===== src/rtl/signal_conformance_monitor_if.sv =====
// ============================================================================
// Module      : signal_conformance_monitor_if
// Description : Lamp-code inputs and fault outputs of the signal conformance monitor.
// Revision    : 1.0 - initial release
// ============================================================================
`default_nettype none

interface signal_conformance_monitor_if;
  logic [2:0] north_dir;
  logic [2:0] south_dir;
  logic [2:0] east_dir;
  logic [2:0] west_dir;
  logic       fault_clr;
  logic       fault;
  logic [2:0] fault_code;
  logic [1:0] fault_dir;
  logic       flash_red;
  logic [7:0] fault_count;

  modport master (
    output north_dir, south_dir, east_dir, west_dir, fault_clr,
    input  fault, fault_code, fault_dir, flash_red, fault_count
  );

  modport slave (
    input  north_dir, south_dir, east_dir, west_dir, fault_clr,
    output fault, fault_code, fault_dir, flash_red, fault_count
  );
endinterface

`default_nettype wire


===== src/rtl/signal_conformance_monitor.sv =====
// ============================================================================
// Module      : signal_conformance_monitor
// Description : Independent checker of traffic-signal lamp codes; latches the first
//               violation and drives a flashing-red override. MONITOR_STATS_EN adds
//               a saturating fault-event counter.
// Revision    : 1.0 - initial release
// ============================================================================
`default_nettype none

module signal_conformance_monitor #(
  parameter int MIN_GREEN  = 5,
  parameter int MIN_YELLOW = 3,
  parameter int FLASH_DIV  = 4,
  parameter int CW         = 8
) (
  input  logic                         clk,
  input  logic                         rst_n,
  signal_conformance_monitor_if.slave  mon
);

  localparam logic [2:0]    c_ST_RED    = 3'b100;
  localparam logic [2:0]    c_ST_YELLOW = 3'b010;
  localparam logic [2:0]    c_ST_GREEN  = 3'b001;
  localparam logic [CW-1:0] c_DWELL_MAX = '1;
  localparam logic [CW-1:0] c_MIN_G     = CW'(MIN_GREEN);
  localparam logic [CW-1:0] c_MIN_Y     = CW'(MIN_YELLOW);
  localparam int            c_FW        = (FLASH_DIV > 1) ? $clog2(FLASH_DIV) : 1;
  localparam logic [c_FW-1:0] c_FLASH_LAST = c_FW'(FLASH_DIV - 1);

  logic [2:0] w_code [4];
  logic [3:0] w_legal;
  logic [3:0] w_active;
  logic [3:0] w_bad_trans;
  logic [3:0] w_short_y;
  logic [3:0] w_short_g;
  logic       w_conflict;
  logic       w_viol;
  logic [2:0] w_vcode;
  logic [1:0] w_vdir;

  logic            r_fault;
  logic [2:0]      r_fault_code;
  logic [1:0]      r_fault_dir;
  logic            r_flash;
  logic [c_FW-1:0] r_flash_cnt;

  assign w_code[0] = mon.north_dir;
  assign w_code[1] = mon.south_dir;
  assign w_code[2] = mon.east_dir;
  assign w_code[3] = mon.west_dir;

  // Per-direction last-legal aspect and dwell; illegal codes freeze both.
  generate
    for (genvar d = 0; d < 4; d++) begin : g_dir
      logic [2:0]    r_state;
      logic [CW-1:0] r_dwell;
      logic          w_change;

      assign w_legal[d]  = (w_code[d] == c_ST_RED) || (w_code[d] == c_ST_YELLOW) ||
                           (w_code[d] == c_ST_GREEN);
      assign w_active[d] = (w_code[d] == c_ST_GREEN) || (w_code[d] == c_ST_YELLOW);
      assign w_change    = w_legal[d] && (w_code[d] != r_state);

      assign w_bad_trans[d] = w_change &&
          !(((r_state == c_ST_GREEN)  && (w_code[d] == c_ST_YELLOW)) ||
            ((r_state == c_ST_YELLOW) && (w_code[d] == c_ST_RED))    ||
            ((r_state == c_ST_RED)    && (w_code[d] == c_ST_GREEN)));
      assign w_short_y[d] = w_change && (r_state == c_ST_YELLOW) &&
                            (w_code[d] == c_ST_RED) && (r_dwell < c_MIN_Y);
      assign w_short_g[d] = w_change && (r_state == c_ST_GREEN) &&
                            (w_code[d] == c_ST_YELLOW) && (r_dwell < c_MIN_G);

      always_ff @(posedge clk or negedge rst_n) begin
        if (!rst_n) begin
          r_state <= c_ST_RED;
          r_dwell <= '0;
        end else if (w_change) begin
          r_state <= w_code[d];
          r_dwell <= CW'(1);
        end else if (w_legal[d] && (r_dwell != c_DWELL_MAX)) begin
          r_dwell <= r_dwell + 1'b1;
        end
      end
    end
  endgenerate

  function automatic logic [1:0] f_first(input logic [3:0] v);
    if (v[0])      return 2'd0;
    else if (v[1]) return 2'd1;
    else if (v[2]) return 2'd2;
    else           return 2'd3;
  endfunction

  // North/south always sort below east/west, so the lowest conflicting
  // direction is always found in the N/S pair.
  assign w_conflict = (w_active[0] | w_active[1]) & (w_active[2] | w_active[3]);

  always_comb begin
    w_vcode = 3'd0;
    w_vdir  = 2'd0;
    if (w_conflict) begin
      w_vcode = 3'd1;
      w_vdir  = w_active[0] ? 2'd0 : 2'd1;
    end else if (|(~w_legal)) begin
      w_vcode = 3'd2;
      w_vdir  = f_first(~w_legal);
    end else if (|w_bad_trans) begin
      w_vcode = 3'd3;
      w_vdir  = f_first(w_bad_trans);
    end else if (|w_short_y) begin
      w_vcode = 3'd4;
      w_vdir  = f_first(w_short_y);
    end else if (|w_short_g) begin
      w_vcode = 3'd5;
      w_vdir  = f_first(w_short_g);
    end
  end

  assign w_viol = (w_vcode != 3'd0);

  always_ff @(posedge clk or negedge rst_n) begin
    if (!rst_n) begin
      r_fault      <= 1'b0;
      r_fault_code <= 3'd0;
      r_fault_dir  <= 2'd0;
      r_flash      <= 1'b0;
      r_flash_cnt  <= '0;
    end else if (!r_fault) begin
      if (w_viol) begin
        r_fault      <= 1'b1;
        r_fault_code <= w_vcode;
        r_fault_dir  <= w_vdir;
        r_flash      <= 1'b1;
        r_flash_cnt  <= '0;
      end
    end else if (mon.fault_clr && !w_viol) begin
      r_fault      <= 1'b0;
      r_fault_code <= 3'd0;
      r_fault_dir  <= 2'd0;
      r_flash      <= 1'b0;
      r_flash_cnt  <= '0;
    end else if (r_flash_cnt == c_FLASH_LAST) begin
      r_flash     <= ~r_flash;
      r_flash_cnt <= '0;
    end else begin
      r_flash_cnt <= r_flash_cnt + 1'b1;
    end
  end

  assign mon.fault      = r_fault;
  assign mon.fault_code = r_fault_code;
  assign mon.fault_dir  = r_fault_dir;
  assign mon.flash_red  = r_flash;

`ifdef MONITOR_STATS_EN
  logic [7:0] r_fault_count;

  always_ff @(posedge clk or negedge rst_n) begin
    if (!rst_n) begin
      r_fault_count <= 8'd0;
    end else if (!r_fault && w_viol && (r_fault_count != 8'hFF)) begin
      r_fault_count <= r_fault_count + 8'd1;
    end
  end

  assign mon.fault_count = r_fault_count;
`else
  assign mon.fault_count = 8'd0;
`endif

endmodule

`default_nettype wire

===== src/flat_wrapper.sv =====
// flat-port wrapper written by rule: the top's interface ports become plain ports
module signal_conformance_monitor_flat 
#(
  parameter int MIN_GREEN  = 5,
  parameter int MIN_YELLOW = 3,
  parameter int FLASH_DIV  = 4,
  parameter int CW         = 8
)
  (clk, rst_n, mon_north_dir, mon_south_dir, mon_east_dir, mon_west_dir, mon_fault_clr, mon_fault, mon_fault_code, mon_fault_dir, mon_flash_red, mon_fault_count);
  signal_conformance_monitor_if mon_i ();
  input  logic clk;
  input  logic rst_n;
  input wire logic [$bits(mon_i.north_dir)-1:0] mon_north_dir;
  input wire logic [$bits(mon_i.south_dir)-1:0] mon_south_dir;
  input wire logic [$bits(mon_i.east_dir)-1:0] mon_east_dir;
  input wire logic [$bits(mon_i.west_dir)-1:0] mon_west_dir;
  input wire logic [$bits(mon_i.fault_clr)-1:0] mon_fault_clr;
  output wire logic [$bits(mon_i.fault)-1:0] mon_fault;
  output wire logic [$bits(mon_i.fault_code)-1:0] mon_fault_code;
  output wire logic [$bits(mon_i.fault_dir)-1:0] mon_fault_dir;
  output wire logic [$bits(mon_i.flash_red)-1:0] mon_flash_red;
  output wire logic [$bits(mon_i.fault_count)-1:0] mon_fault_count;
  assign mon_i.north_dir = mon_north_dir;
  assign mon_i.south_dir = mon_south_dir;
  assign mon_i.east_dir = mon_east_dir;
  assign mon_i.west_dir = mon_west_dir;
  assign mon_i.fault_clr = mon_fault_clr;
  assign mon_fault = mon_i.fault;
  assign mon_fault_code = mon_i.fault_code;
  assign mon_fault_dir = mon_i.fault_dir;
  assign mon_flash_red = mon_i.flash_red;
  assign mon_fault_count = mon_i.fault_count;
  signal_conformance_monitor #(.MIN_GREEN(MIN_GREEN), .MIN_YELLOW(MIN_YELLOW), .FLASH_DIV(FLASH_DIV), .CW(CW)) u_core (.clk(clk), .rst_n(rst_n), .mon(mon_i));
endmodule

===== config.mk =====
export PLATFORM = sky130hd
export DESIGN_NAME = signal_conformance_monitor_flat
export DESIGN_NICKNAME = d
export VERILOG_FILES = /design/src/rtl/signal_conformance_monitor_if.sv /design/src/rtl/signal_conformance_monitor.sv /design/src/flat_wrapper.sv
export SDC_FILE = /design/constraint.sdc
export NUM_CORES = 1
export LEC_CHECK = 0
export BUFFER_PORTS_ARGS = -buffer_cell sky130_fd_sc_hd__buf_2
export CAP_MARGIN = 20
export CORE_MARGIN = 1.5
export CORE_UTILIZATION = 47
export CTS_CLUSTER_SIZE = 16
export DETAILED_ROUTE_END_ITERATION = 6
export GPL_TIMING_DRIVEN = 0
export PLACE_DENSITY = 0.68
export SLEW_MARGIN = 20
export SYNTH_ARGS = -nofsm -noshare
export SYNTH_HDL_FRONTEND = slang
export SYNTH_SLANG_ARGS = --single-unit

===== constraint.sdc =====
create_clock -name clk -period 2.7 [get_ports clk]
set_clock_uncertainty 0.1 [all_clocks]
set_input_delay 0.135 -clock clk [delete_from_list [all_inputs] [get_ports clk]]
set_output_delay 0.135 -clock clk [all_outputs]
set_load 0.01 [all_outputs]

# ---- Word level (Yosys, flattened, before mapping)
# Cells that the tools add are included.
dict set report totals {
  ff_bits 53
  in_bits 15
  output_inout_bits 15
  wordCells 200
}
dict set report classes {
  n_addsub 5
  magnitude_cmp 8
  eq_ne 35
  n_mux 48
  bitwise_logic 5
  reduce_logical 86
}
# cell n
set ops {}
lappend ops {{$mux W8} 8}
lappend ops {{$logic_and A1 B1 Y1} 49}
lappend ops {{$mux W2} 20}
lappend ops {{$add A8 B1 Y8 const B} 4}
lappend ops {{$lt A8 B2 Y1 const B} 4}
lappend ops {{$lt A8 B3 Y1 const B} 4}
lappend ops {{$ne A8 B8 Y1 const B} 4}
lappend ops {{$eq A3 B1 Y1 const B} 8}
lappend ops {{$eq A3 B2 Y1 const B} 8}
lappend ops {{$eq A3 B3 Y1 const B} 8}
lappend ops {{$mux W3} 8}
lappend ops {{$logic_or A1 B1 Y1} 20}
lappend ops {{$reduce_or A4 Y1} 4}
lappend ops {{$mux W1} 12}
lappend ops {{$ne A3 B3 Y1} 4}
lappend ops {{$reduce_bool A2 Y1} 5}
lappend ops {{$logic_not A1 Y1} 5}
lappend ops {{$not A4 Y4} 1}
lappend ops {{$reduce_and A2 Y1} 2}
lappend ops {{$ne A3 B3 Y1 const B} 1}
lappend ops {{$reduce_bool A3 Y1} 1}
lappend ops {{$add A2 B1 Y2 const B} 1}
lappend ops {{$eq A2 B2 Y1 const B} 1}
lappend ops {{$ne A2 B2 Y1 const B} 1}
lappend ops {{other kinds (3)} 4}

# ---- Longest topological paths before layout
# Gate-level depths: netlist of the first run.
dict set report logic_depth {
  word_depth 18
  depth_mapped 10
  ltp_nobuf 10
}

# ---- Worst setup path after synthesis of the first run
# Ideal clock, no wire load.
dict set report synth_path {
  path_type {flip-flop to flip-flop}
  startpoint {reg u_core.g_dir[2].r_dwell[0]}
  endpoint {reg u_core.r_fault_dir[0] (netlist: u_core.mon.fault_dir[0])}
  setup_ns 0.066
  arrival_ns 2.674
  required_time_ns 2.534
  slack_ns -0.140
  stages_incl_launch_ff 10
  n_path_buf 0
  synth_period_minus_slack_ns 2.840
  path_cell_list {dfrtp_1 -> ha_1 -> or4b_2 -> nor4_1 -> a41o_1 -> and3b_1 -> and3_4 -> o41a_1 -> o31ai_1 -> a22o_1}
}
dict set report synth_via {
  elab_chain_cells 13
  word_cells_on_any_way 30
  classes_between {order compare: 2; eq/ne: 1; mux: 18; reduce/logical: 9}
}
# item line_no
set synth_lines {}
lappend synth_lines {{start, declared} signal_conformance_monitor.sv:56} ;# logic [CW-1:0] r_dwell;
lappend synth_lines {{start signal, assigned} signal_conformance_monitor.sv:81} ;# r_dwell <= r_dwell + 1'b1;
lappend synth_lines {{$lt A8 B3 Y1} signal_conformance_monitor.sv:71} ;# (w_code[d] == c_ST_YELLOW) && (r_dwell < c_MIN_G);
lappend synth_lines {{$logic_and A1 B1 Y1} signal_conformance_monitor.sv:71}
lappend synth_lines {{$reduce_or A4 Y1} signal_conformance_monitor.sv:113} ;# end else if (|w_short_g) begin
lappend synth_lines {{$mux W3} signal_conformance_monitor.sv:113}
lappend synth_lines {{$mux W3} signal_conformance_monitor.sv:110} ;# end else if (|w_short_y) begin
lappend synth_lines {{$mux W3} signal_conformance_monitor.sv:107} ;# end else if (|w_bad_trans) begin
lappend synth_lines {{$mux W3} signal_conformance_monitor.sv:104} ;# end else if (|(~w_legal)) begin
lappend synth_lines {{$mux W3} signal_conformance_monitor.sv:101} ;# if (w_conflict) begin
lappend synth_lines {{$reduce_bool A3 Y1} signal_conformance_monitor.sv:119} ;# assign w_viol = (w_vcode != 3'd0);
lappend synth_lines {{$logic_not A1 Y1} signal_conformance_monitor.sv:136} ;# end else if (mon.fault_clr && !w_viol) begin
lappend synth_lines {{$logic_and A1 B1 Y1} signal_conformance_monitor.sv:136}
lappend synth_lines {{$ne A2 B2 Y1 (no source line)} n/a}
lappend synth_lines {{$reduce_and A2 Y1 (no source line)} n/a}
lappend synth_lines {{end signal, assigned} signal_conformance_monitor.sv:132} ;# r_fault_dir <= w_vdir;
lappend synth_lines {{end, declared} signal_conformance_monitor.sv:43} ;# logic [1:0] r_fault_dir;
# Parallel ways exist; a longest one is shown, timed or not. The select of a mux whose other input is x is not followed.
# A chain may end at the register's enable or synchronous reset.

# ---- Worst setup path in the final report of the first run
dict set report layout_path {
  startpoint {reg u_core.g_dir[2].r_dwell[1]}
  endpoint {reg u_core.r_fault_dir[0] (netlist: u_core.mon.fault_dir[0])}
}
# The elaborated chain is that of the path after synthesis.

==> flow_metrics.tcl, run 1 <==
set metrics [dict create \
    fin_total_pwr_uw 2310 \
    worst_setup_path_start_kind "register" \
    switching_share_pct 33.3 \
    core_um2 7250 \
    cts_sinks 53 \
    r2r_slack_ns -0.04 \
    grt_use_total_pct 20.3 \
    nets 499 \
    diodes 0 \
    crit_fanout 3 \
    drcViolationCount 0 \
    layout_common_cells "nor2_1 (54), dfrtp_1 (47), nand2_1 (38)" \
    routed_wl_um 8020 \
    status "finished, violations left" \
    worstMarginPinSlew_ns 0.694 \
    die_w_um 89.6 \
    dp_hpwl_um 5470 \
    grt-ovfl-total 0 \
    cellPowerDensity_nw_per_um2 555 \
    clkLatencyLatePin_ns 0.31 \
    path_class "reg2reg" \
    final_cell_area_um2 4160 \
    multi_input_area_um2 2090 \
    cts_tree "built" \
    clkPwrFrac_pct 24.7 \
    net-switching-power_uw 768 \
    setup_violations 2 \
    rsz0062_at_grt "true" \
    synthFlopType "dfrtp_1" \
    ctsRootBufferMaster "clkbuf_8" \
    cts_max_level 2 \
    period_share_pct 102 \
    pwr-share-comb_pct 29.9 \
    cts_buffers 5 \
    gr-usage-met3_pct 3.29 \
    utilization_pct 57.3 \
    final_max_slew_viol_count 0 \
    synth_cells 420 \
    worstSetupEndpointType "register" \
    grt_first_pass_wirelength_um 12900 \
    place.gp.congestion 0.864 \
    drtPass1Iterations 4 \
    hp-class "in2reg" \
    ant_nets 0 \
    synth_edf_count 0 \
    layout_commonest_cell "nor2_1" \
    cp_data_arrival_time_ns 2.89 \
    async_reset_ff_share_pct 100 \
    violations "negative setup slack" \
    drtIter0Drc 183 \
    num_rows 31 \
    avgViaCountPerCell 5.43 \
    ctsLongestPathBuffers 2 \
    start_util_pct 48.6 \
    vdd_drop_max_mv 0.224 \
    vias 3125 \
    grt_pass1_vias 2806 \
    relSlewSlack_pct 53.7 \
    ys_seq_area_share_pct 37.8 \
    seq_area_um2 1330 \
    fin_crit_ns 2.74 \
    grt_busiest_layer "met2" \
    synth_seq_cells 53 \
    fmax_ghz 0.365 \
    power_frac_seq_pct 45.4 \
    area_growth_pct 17.9 \
    power_leakage_uw 0.00184 \
    port_buffers 20 \
    die_h_um 89.6 \
    dieArea_um2 8020 \
    grtUsageMet2_pct 33.1 \
    netlist_area_um2 3520 \
    hold_violations 0 \
    intPower_uw 1540 \
    fillers 669 \
    setup_slack_ns -0.0427 \
    io_pins 30 \
    max-cap-violations 0 \
    met1_usage_pct 27.6 \
    dpl_cell_area_um2 3790 \
    required_ns 2.85 \
    yosys_warnings 0 \
    grt_max_degree 54 \
    clkSlewWorstSetupHoldPaths_ns 0.10 \
    antenna_found_initial 0 \
    drt-wirelength-per-cell_um 13.9 \
    ys_types 60 \
    avgSynthCellArea_um2 8.39 \
    drive_above_1_share_pct 17.9 \
]
-- logic make-up after synthesis --
| logic type | Yosys count | synth area share [%] |
|---|---|---|
| and+or+nand+nor | 171 | 24.5 |
| AOI/OAI and AO/OA | 95 | 17.7 |
| DFF | 53 | 37.8 |
| buffers and inverters | 50 | 6.39 |
| xor gates and xnor gates | 39 | 9.69 |
| adders and majority gates | 9 | 3.20 |
| muxes | 2 | 0.604 |
| other | 1 | 0.106 |
-- path summary, 6_finish.rpt --
| check | depth (start not counted) | start | endpoint |
|---|---|---|---|
| min | 4 | mon_west_dir[1] | u_core.g_dir[3].r_state[2] |
| max in group asynchronous | 2 | rst_n | u_core.g_dir[2].r_state[0] |
| max reg2reg | 9 | u_core.g_dir[2].r_dwell[1] | u_core.mon.fault_dir[0] |
| min reg2reg | 1 | u_core.mon.fault_code[1] | u_core.mon.fault_code[1] |
| max | 9 | u_core.g_dir[2].r_dwell[1] | u_core.mon.fault_dir[0] |
| min in group asynchronous | 2 | rst_n | u_core.g_dir[2].r_dwell[1] |
-- state kept, by name, summed over array words and instances, names as in the netlist --
| name | flops |
|---|---|
| u_core.g_dir.r_dwell | 32 |
| u_core.g_dir.r_state | 12 |
| u_core.mon.fault | 1 |
| u_core.mon.fault_code | 3 |
| u_core.mon.fault_dir | 2 |
| u_core.mon.flash_red | 1 |
| u_core.r_flash_cnt | 2 |
-- cell usage after synthesis, types with 7 or more instances --
| library cell | number | area (um^2) |
|---|---|---|
| nand2b_1 | 7 | 43.8 |
| xnor2_1 | 22 | 193 |
| dfrtp_1 | 49 | 1230 |
| nor2_1 | 55 | 206 |
| and3_1 | 10 | 62.6 |
| nor3_1 | 9 | 45.0 |
| clkbuf_1 | 12 | 45.0 |
| ha_1 | 9 | 113 |
| o21ai_0 | 28 | 140 |
| xor2_1 | 17 | 149 |
| buf_4 | 8 | 60.1 |
| inv_1 | 26 | 97.6 |
| nand3_1 | 8 | 40.0 |
| nand2_1 | 38 | 143 |
| a21oi_1 | 22 | 110 |
-- layout make-up --
class / instances / area share [%]
sequential: 53 / 32.1
multi-input combinational: 324 / 50.3
inverter: 26 / 2.35
clock inverter: 1 / 0.723
buffer: 23 / 2.98
tap: 99 / 2.98
clock buffer: 7 / 2.08
timing repair buffer: 42 / 6.50
-- layer usage --
metal,vias up,share of wire [%]
met5,-,0
met4,0,1.1
met3,9,3.2
met2,56,48
met1,1494,48
li1,1566,-
-- per-stage QoR --
stage	hold WS (ns)	worst slack (ns)	cells	TNS [ns]
5_1_grt	0.105	-0.223	575	-0.609
3_3_place_gp	0.351	-0.217	546	-0.821
4_1_cts	0.0725	-0.00458	567	-0.00692
6_report	0.0976	-0.0427	575	-0.0724
3_5_place_dp	0.137	-0.210	546	-0.851
2_1_floorplan	-0.261	0.0112	427	0
-- worst max-delay path, cell delays in order, from the launching register on --
cell and delay (ns):
dfrtp_1 0.41, ha_2 0.19, or4b_4 0.49, nor4_4 0.21, a41o_1 0.17, and3b_1 0.20
and3_4 0.16, o41a_1 0.40, o31ai_1 0.19, a22o_1 0.15
-- power groups by stage --
stage	Combinational [uW]	Clock [uW]	Sequential [uW]
5_1_grt	779	624	1060
3_5_place_dp	617	0	1050
4_1_cts	668	591	1030
6_report	690	569	1050
2_1_floorplan	456	0	1030
3_3_place_gp	602	0	1050
-- timing repair --
item                                    4_1_cts  5_1_grt
gates resized for setup                      11        6
hold buffers                                  1        0
endpoints found under the setup margin        5        5
setup buffers                                12        9
hold endpoints to repair                     49        0
pin swaps                                     4        2
No activity file was read; power rests on OpenSTA's default activity.
==> run 2, diff against run 1 <==
CTS_CLUSTER_SIZE = not set   (was 16)
PLACE_DENSITY = 0.65   (was 0.68)
clock period = 3.2 ns   (was 2.7 ns; I/O delays follow)
==> flow_metrics.tcl, run 2 (synthesis gave the netlist of run 1 again) <==
set metrics [dict create \
    diodes 0 \
    die_w_um 89.6 \
    area_growth_pct 9.94 \
    num_rows 31 \
    io_pins 30 \
    setup_slack_ns 0.160 \
    layout_common_cells "nor2_1 (55), dfrtp_1 (49), nand2_1 (38)" \
    cts_tree "built" \
    setup_violations 0 \
    worstMarginPinSlew_ns 0.689 \
    clkLatencyLatePin_ns 0.31 \
    path_class "reg2reg" \
    crit_fanout 5 \
    die_h_um 89.6 \
    vdd_drop_max_mv 0.181 \
    utilization_pct 53.4 \
    start_util_pct 48.6 \
    drcViolationCount 0 \
    grt_use_total_pct 19.8 \
    ant_nets 0 \
    drt-wirelength-per-cell_um 13.5 \
    avgViaCountPerCell 5.52 \
    intPower_uw 1150 \
    ctsLongestPathBuffers 2 \
    cp_slowest_stage_delay_ns 0.63 \
    cts_setup_buffers 0 \
    grt-ovfl-total 0 \
    worst_setup_path_start_kind "register" \
    cts_buffers 5 \
    port_buffers 20 \
    switching_share_pct 34.9 \
    routed_wl_um 7470 \
    status "completed" \
    dp_hpwl_um 5520 \
    cellPowerDensity_nw_per_um2 457 \
    nets 479 \
    period_share_pct 95.0 \
    grt_first_pass_wirelength_um 12500 \
    final_max_slew_viol_count 0 \
    drtPass1Iterations 4 \
    crit_chain "ha_1, or4b_2, nor4_2, a41o_1, and3b_1, and3_4, o41a_1, o31ai_1, a22o_1" \
    final_cell_area_um2 3870 \
    fmax_ghz 0.329 \
    grt_max_degree 54 \
    pwr-share-comb_pct 29.6 \
    core_um2 7250 \
    largest_reg_flops 32 \
    max-cap-violations 0 \
    power_frac_seq_pct 49.4 \
    cp_data_arrival_time_ns 3.19 \
    dieArea_um2 8020 \
    antenna_found_initial 0 \
    required_ns 3.35 \
    slowest_stage "or4b_2" \
    worstSetupEndpointType "register" \
    relSlewSlack_pct 52.9 \
    power_leakage_uw 0.00171 \
    hp-class "in2reg" \
    drtIter0Drc 148 \
    dpl_cell_area_um2 3780 \
    multi_input_area_um2 2000 \
    fillers 709 \
    seq_area_um2 1330 \
    clkPwrFrac_pct 20.9 \
    largest-register "u_core.g_dir.r_dwell" \
    fin_crit_ns 3.04 \
    hold_violations 0 \
    ctsRootBufferMaster "clkbuf_8" \
    vias 3066 \
    grt_pass1_vias 2751 \
    layout_commonest_cell "nor2_1" \
    critPathTopFamily "simple AND/OR/NAND/NOR gates" \
    cts_sinks 53 \
    clkSlewWorstSetupHoldPaths_ns 0.10 \
    place.gp.congestion 0.888 \
    rsz0062_at_grt "false" \
    net-switching-power_uw 617 \
    finalSetupTns_ns 0 \
    cp.buffers_inverters 0 \
    dp_slack_ns 0.0960 \
    cts_max_level 2 \
    drive_above_1_share_pct 10.5 \
]
## run 2: cell types whose count changed in the layout (fill, tap and decap cells not counted), sizes merged
cell and change:
bufinv -1, clkinv +1, clkbuf +1, buf -21
## run 2: area by class of cell
type	count	share of cell area, %
Buffer	24	3.29
Timing Repair Buffer	21	2.91
Multi-Input combinational cell	324	51.6
Tap cell	99	3.20
Sequential cell	53	34.4
Clock buffer	7	1.97
Clock inverter	1	0.129
Inverter	26	2.52
## run 2: final timing paths
path                       depth (start not counted)                       start  slack, ns                    endpoint
min in group asynchronous                          2                       rst_n       0.33  u_core.g_dir[3].r_dwell[0]
hold / removal                                     4             mon_east_dir[2]       0.17  u_core.g_dir[2].r_state[1]
setup / recovery                                   9  u_core.g_dir[2].r_dwell[1]       0.16     u_core.mon.fault_dir[0]
setup reg to reg                                   9  u_core.g_dir[2].r_dwell[1]       0.16     u_core.mon.fault_dir[0]
max in group asynchronous                          2                       rst_n       2.22     u_core.mon.fault_dir[1]
hold reg to reg                                    1    u_core.mon.fault_code[0]       0.39    u_core.mon.fault_code[0]
## run 2: metal layers
| metal | track usage, % | routed length [um] |
|---|---|---|
| met2 | 31.4 | 3470 |
| met5 | 0 | 0 |
| met4 | 7.41 | 180 |
| met1 | 27.0 | 3510 |
| met3 | 3.56 | 315 |
## run 2: power groups by stage
stage	clock network, uW	registers [uW]	logic [uW]
6_report	370	874	524
4_1_cts	393	873	528
5_1_grt	417	893	602
3_3_place_gp	0	884	508
2_1_floorplan	0	871	383
3_5_place_dp	0	886	523
## run 2: what timing repair did
action                     in CTS  in global routing
hold buffers                    1                  0
hold endpoints to repair       49                  0
setup endpoints to repair       0                  2
resized for setup               0                  1
## run 2: worst reg2reg max path, stage by stage, from the launching register on
cell,delay (ns)
dfrtp_1,0.43
ha_1,0.25
or4b_2,0.63
nor4_2,0.23
a41o_1,0.18
and3b_1,0.19
and3_4,0.16
o41a_1,0.41
o31ai_1,0.25
a22o_1,0.16
## run 2: per-stage QoR
step	std cells	power, uW	hold slack, ns
finish	555	1770	0.166
CTS	555	1790	0.158
floorplan	427	1250	-0.236
global route	555	1910	0.164
detailed placement	546	1410	0.152
global placement	546	1390	0.369
